### src/rtl/rv32i_pkg.sv
// Shared RV32I core definitions: XLEN, bubble instruction, reset PC and
// the fetch-stage FSM encoding.
package rv32i_pkg;

    localparam int XLEN = 32;

    localparam logic [XLEN-1:0] NOP_INSTR   = 32'h0000_0013;
    localparam logic [XLEN-1:0] IF_RESET_PC = 32'h0000_0000;

    typedef enum logic {
        IF_RUN     = 1'b0,
        IF_WAIT_BR = 1'b1
    } if_state_e;

    // Redirect targets are always word aligned; low bits are discarded.
    function automatic logic [XLEN-1:0] align_word(input logic [XLEN-1:0] a);
        return {a[XLEN-1:2], 2'b00};
    endfunction

endpackage

### src/rtl/if_pc_gen.sv
// Program counter register with redirect / hold / increment next-PC select.
// Redirect has priority over hold; PC arithmetic wraps modulo 2^32.
module if_pc_gen
    import rv32i_pkg::*;
#(
    parameter logic [XLEN-1:0] RESET_PC = IF_RESET_PC
) (
    input  logic            clk,
    input  logic            rst_n,
    input  logic            i_hold,
    input  logic            i_redirect,
    input  logic [XLEN-1:0] i_target,
    output logic [XLEN-1:0] o_pc
);

    logic [XLEN-1:0] r_pc_q;
    logic [XLEN-1:0] w_pc_next;

    always_comb begin
        w_pc_next = r_pc_q + 32'd4;
        if (i_redirect) begin
            w_pc_next = align_word(i_target);
        end else if (i_hold) begin
            w_pc_next = r_pc_q;
        end
    end

    always_ff @(posedge clk) begin
        if (!rst_n) begin
            r_pc_q <= RESET_PC;
        end else begin
            r_pc_q <= w_pc_next;
        end
    end

    assign o_pc = r_pc_q;

endmodule

### src/rtl/if_stage.sv
// RV32I instruction fetch stage: FSM, IF/ID pipeline register and PC generator.
// Define IF_PERF_CNT_EN to add the saturating bubble_cnt output.
module if_stage
    import rv32i_pkg::*;
#(
    parameter logic [XLEN-1:0] RESET_PC = IF_RESET_PC
) (
    input  logic            clk,
    input  logic            rst_n,
    input  logic            if_id_cstall,
    input  logic            hz_stall,
    input  logic            br_resolved,
    input  logic            br_taken,
    input  logic [XLEN-1:0] br_target,
    output logic [XLEN-1:0] imem_addr,
    input  logic [XLEN-1:0] imem_rdata,
    output logic [XLEN-1:0] id_pc,
    output logic [XLEN-1:0] id_instr,
    output logic            id_valid
`ifdef IF_PERF_CNT_EN
    ,
    output logic [XLEN-1:0] bubble_cnt
`endif
);

    if_state_e       r_state;
    if_state_e       w_state_next;
    logic            w_pc_hold;
    logic            w_redirect;
    logic            w_load_fetch;
    logic            w_load_bubble;
    logic [XLEN-1:0] w_pc;

    logic [XLEN-1:0] r_id_pc;
    logic [XLEN-1:0] r_id_instr;
    logic            r_id_valid;

    if_pc_gen #(
        .RESET_PC (RESET_PC)
    ) u_pc_gen (
        .clk        (clk),
        .rst_n      (rst_n),
        .i_hold     (w_pc_hold),
        .i_redirect (w_redirect),
        .i_target   (br_target),
        .o_pc       (w_pc)
    );

    always_ff @(posedge clk) begin
        if (!rst_n) begin
            r_state <= IF_RUN;
        end else begin
            r_state <= w_state_next;
        end
    end

    always_comb begin
        w_state_next  = r_state;
        w_pc_hold     = 1'b1;
        w_redirect    = 1'b0;
        w_load_fetch  = 1'b0;
        w_load_bubble = 1'b0;
        case (r_state)
            IF_RUN: begin
                if (br_resolved && br_taken) begin
                    w_redirect    = 1'b1;
                    w_load_bubble = 1'b1;
                end else if (hz_stall) begin
                    // Load-use freeze: PC and IF/ID keep their values.
                    w_pc_hold = 1'b1;
                end else if (if_id_cstall) begin
                    w_load_bubble = 1'b1;
                    w_state_next  = IF_WAIT_BR;
                end else begin
                    w_pc_hold    = 1'b0;
                    w_load_fetch = 1'b1;
                end
            end
            IF_WAIT_BR: begin
                // pc_q already holds the fall-through, so not-taken just resumes.
                w_load_bubble = 1'b1;
                if (br_resolved) begin
                    w_redirect   = br_taken;
                    w_state_next = IF_RUN;
                end
            end
            default: begin
                w_state_next = IF_RUN;
            end
        endcase
    end

    always_ff @(posedge clk) begin
        if (!rst_n) begin
            r_id_pc    <= '0;
            r_id_instr <= NOP_INSTR;
            r_id_valid <= 1'b0;
        end else if (w_load_bubble) begin
            r_id_instr <= NOP_INSTR;
            r_id_valid <= 1'b0;
        end else if (w_load_fetch) begin
            r_id_pc    <= w_pc;
            r_id_instr <= imem_rdata;
            r_id_valid <= 1'b1;
        end
    end

    assign imem_addr = w_pc;
    assign id_pc     = r_id_pc;
    assign id_instr  = r_id_instr;
    assign id_valid  = r_id_valid;

`ifdef IF_PERF_CNT_EN
    logic [XLEN-1:0] r_bubble_cnt;

    function automatic logic [XLEN-1:0] sat_inc(input logic [XLEN-1:0] v);
        return (v == '1) ? v : v + 32'd1;
    endfunction

    always_ff @(posedge clk) begin
        if (!rst_n) begin
            r_bubble_cnt <= '0;
        end else if (w_load_bubble) begin
            r_bubble_cnt <= sat_inc(r_bubble_cnt);
        end
    end

    assign bubble_cnt = r_bubble_cnt;
`endif

endmodule

### config.mk
export PLATFORM = sky130hd
export DESIGN_NAME = if_stage
export DESIGN_NICKNAME = d
export VERILOG_FILES = /design/src/rtl/rv32i_pkg.sv /design/src/rtl/if_pc_gen.sv /design/src/rtl/if_stage.sv
export SDC_FILE = /design/constraint.sdc
export NUM_CORES = 1
export LEC_CHECK = 0
export CAP_MARGIN = 0
export CORE_MARGIN = 2
export CORE_UTILIZATION = 25
export CTS_BUF_LIST = sky130_fd_sc_hd__clkbuf_2 sky130_fd_sc_hd__clkbuf_4 sky130_fd_sc_hd__clkbuf_8
export CTS_CLUSTER_SIZE = 24
export DETAILED_ROUTE_END_ITERATION = 16
export GPL_TIMING_DRIVEN = 0
export HOLD_SLACK_MARGIN = 0.05
export PLACE_DENSITY = 0.54
export SLEW_MARGIN = 40
export SYNTH_ARGS = -nofsm -noshare
export SYNTH_HDL_FRONTEND = slang
export SYNTH_SLANG_ARGS = --single-unit
### constraint.sdc
create_clock -name clk -period 1.9 [get_ports clk]
set_input_delay 0.57 -clock clk [delete_from_list [all_inputs] [get_ports clk]]
set_output_delay 0.57 -clock clk [all_outputs]
set_load 0.005 [all_outputs]
==> impl_metrics.json <==
{
  "dpl.hpwl_microns": 10100,
  "vias": 4175,
  "synth_most_common_cell": "nand2_1",
  "grt_overflow_total": 0,
  "critPathCapture": "u_pc_gen.o_pc[15]$_SDFFE_PN0P_",
  "synth_edf_count": 0,
  "grt_pass1_vias": 3993,
  "fillerInstances": 1550,
  "start_util": 0.256,
  "portBuffers": 160,
  "ys_async_sr_fraction": 0,
  "endpoint_kind": "flip-flop",
  "ir_drop_mv": 0.406,
  "cp_data_required_time_ns": 2.20,
  "clk_pin_slew_ns": 0.09,
  "p_leak_nw": 2.30,
  "maxSlewHeadroom": 0.623,
  "drive_gt1_frac": 0.146,
  "syn_inst": 486,
  "synth_largest_area_cell": "dfxtp_1",
  "r2r-end": "u_pc_gen.o_pc[15]$_SDFFE_PN0P_",
  "synth_area_sq_mm": 0.00389,
  "crit_family": "simple AND/OR/NAND/NOR gates",
  "drt-initial-drc-count": 222,
  "max_clock_freq_ghz": 0.531,
  "h-tree-depth": 3,
  "clkSinkCount": 94,
  "crit_arrival_ns": 2.18,
  "syn_to_final_growth_pct": 63.5,
  "cts_tree": "built",
  "yosysWarnings": 0,
  "row_count": 45,
  "skew_ns": 0.0134,
  "vias_per_cell": 4.79,
  "antenna_found_initial": 0,
  "ff_latch_area_sq_mm": 0.00198,
  "core_area_sq_mm": 0.0152,
  "crit_type": "input pin to flip-flop",
  "gp_congestion": 0.776,
  "slowest_stage": "or4_1",
  "cts-root-buf": "clkbuf_8",
  "clk_latency_ns": 0.38,
  "grt_max_degree": 15,
  "cts_buffers": 9,
  "crit_chain": "dlygate4sd2_1 -> a2111oi_4 -> buf_4 -> nand3_4 -> or4_1 -> a31oi_1",
  "fin_crit_ns": 1.88,
  "period_share": 0.992,
  "clk_path_buf_depth": 2,
  "synth_common_cells": "nand2_1, dfxtp_1, a21oi_1",
  "finalSetupViolCount": 0,
  "status": "complete, no violations",
  "synth.avg_cell_area_sq_um": 8.00,
  "path_max_fanout": 7,
  "max_stage_delay_ns": 0.53,
  "synth_cell_types": 42,
  "reg2reg_depth": 5,
  "path_buf_inv": 2,
  "drt_wl_total_microns": 14100,
  "multiInputGateArea_sq_mm": 0.00196,
  "synth-main-ff-cell": "dfxtp_1",
  "reg2reg_from": "r_state$_SDFF_PN0_",
  "cap_violations": 0,
  "drtAntennaViolNets": 0,
  "die_w_microns": 129,
  "tightest_slew_ns": 0.565,
  "ff2ff_setup_slack_ns": 0.07,
  "hold-worst-slack_ns": 0.458,
  "drc": 0,
  "cp_num_cells": 6,
  "rsz0062_at_grt": "true",
  "grt_usage": 0.167,
  "grt_pass1_wl_microns": 21500,
  "stdcell_count": 871,
  "ys_ff_latch": 94,
  "start_kind": "input pin",
  "fin_nets": 749,
  "die_height_microns": 129,
  "wl_per_cell_microns": 16.1,
  "ios": 167,
  "die_area_sq_mm": 0.0166,
  "diodes": 0,
  "min-delay-path-class": "flip-flop to flip-flop",
  "crit_path_start": "br_resolved",
  "finalMaxSlewViolations": 0,
  "yosysSeqAreaShare": 0.484,
  "synth_top_area_share": 0.484,
  "hold_viol": 0,
  "powerDensity_mw_per_mm2": 670,
  "ys_top_cells_by_area": "dfxtp_1, nand2_1, a21oi_1",
  "dp.cells": 837,
  "firstDrtPassIters": 4
}
==> sequential cells by signal, indices dropped and copies added, names as in the netlist <==
register       flops
r_state            1
id_instr          32
u_pc_gen.o_pc     30
id_valid           1
id_pc             30
==> stage by stage <==
step / utilization / setup WS, ns / cell area, sq um / total power [mW] / TNS, ns
after detailed placement: 0.378 / -1.17 / 5740 / 2.75 / -87.59
after floorplan: - / 0.00411 / 3900 / 2.37 / 0
after CTS: 0.407 / 0.000930 / 6190 / 4.32 / 0
final: 0.418 / 0.0153 / 6350 / 4.26 / 0
after global routing: 0.418 / -0.00155 / 6350 / 4.47 / -0.00155
after global placement: 0.377 / -1.13 / 5740 / 2.75 / -83.86
==> placed cells by master (no fill, tap or decap), types with 2 or more instances in the layout <==
cell / Yosys / layout
clkdlybuf4s50_1: 0 / 143
nand2_1: 137 / 136
a21oi_1: 74 / 74
dfxtp_1: 94 / 64
dfxtp_4: 0 / 26
o21ai_0: 24 / 23
buf_4: 4 / 23
clkbuf_1: 27 / 19
xnor2_1: 18 / 18
nand3_1: 16 / 15
nor2_1: 13 / 13
dlymetal6s2s_1: 0 / 11
clkbuf_8: 0 / 10
clkbuf_2: 1 / 9
nand4_1: 8 / 8
inv_1: 6 / 6
a31oi_1: 5 / 5
a211oi_1: 5 / 5
and4_1: 4 / 4
nor4_4: 0 / 4
or3_1: 4 / 4
conb_1: 1 / 4
dlygate4sd2_1: 0 / 4
dfxtp_2: 0 / 4
buf_6: 1 / 3
nor4_1: 7 / 3
nor4_2: 3 / 3
o311ai_0: 3 / 3
nor3_1: 4 / 3
xor2_1: 3 / 3
or4_4: 0 / 2
and2_1: 2 / 2
o21ai_1: 1 / 2
nand3_4: 0 / 2
a311oi_1: 2 / 2
a221o_1: 2 / 2
bufinv_16: 0 / 2
clkbuf_4: 0 / 2
clkinv_2: 0 / 2
==> final cells by class <==
class | instances | area share
clock inverters | 4 | 0.0110
clock buffers | 12 | 0.0240
flip-flops and latches | 94 | 0.312
plain buffers | 33 | 0.0258
inverters | 6 | 0.00354
multi-input cells | 354 | 0.308
well taps | 188 | 0.0370
repair buffers | 180 | 0.278
==> kinds of logic after synthesis <==
logic type,after synthesis,synth area share
buffers and inverters,41,0.0460
DFF,94,0.484
AOI/OAI and AO/OA,119,0.173
muxes,1,0.00257
xor gates and xnor gates,21,0.0473
adders and majority gates,1,0.00322
other,1,0.000965
and+or+nand+nor,208,0.243
==> worst min path at each step <==
stage | startpoint | to | cells past startpoint
after floorplan | id_instr[10]$_SDFFE_PP0P_ | id_instr[10]$_SDFFE_PP0P_ | 2
after global placement | id_pc[12]$_SDFFE_PN0P_ | id_pc[12]$_SDFFE_PN0P_ | 2
after detailed placement | id_pc[10]$_SDFFE_PN0P_ | id_pc[10]$_SDFFE_PN0P_ | 2
after CTS | id_pc[10]$_SDFFE_PN0P_ | id_pc[10]$_SDFFE_PN0P_ | 2
after global routing | id_pc[8]$_SDFFE_PN0P_ | id_pc[8]$_SDFFE_PN0P_ | 2
final | id_pc[10]$_SDFFE_PN0P_ | id_pc[10]$_SDFFE_PN0P_ | 2
==> worst reg2reg max path, cell delays in order, from the launching register on <==
cell	delay, ns
dfxtp_1	0.39
a2111oi_4	0.38
buf_4	0.18
nand3_4	0.12
or4_1	0.53
a31oi_1	0.14
==> layer usage <==
| metal | track usage | up-vias | wire length, microns |
|---|---|---|---|
| met1 | 0.203 | 1977 | 6010 |
| met3 | 0.0757 | 8 | 1300 |
| li1 | - | 2045 | - |
| met2 | 0.275 | 145 | 6630 |
| met5 | 0 | - | 0 |
| met4 | 0.0345 | 0 | 121 |
==> where the power goes <==
part / leakage [nW] / internal (mW) / switching [mW]
Combinational: 1.40 / 0.350 / 0.280
Clock: 0.117 / 0.804 / 0.712
Sequential: 0.784 / 2.03 / 0.0825
Total: 2.30 / 3.18 / 1.08
==> repair_timing <==
action | 4_1_cts | 5_1_grt
hold buffers | 0 | 0
buffers inserted | 9 | 11
resized for setup | 72 | 38
setup endpoints to repair | 123 | 38
endpoints found under the hold margin | 0 | 0
pin swaps | 2 | 8
gates cloned | 0 | 0
(Power assumes the default switching activity.)
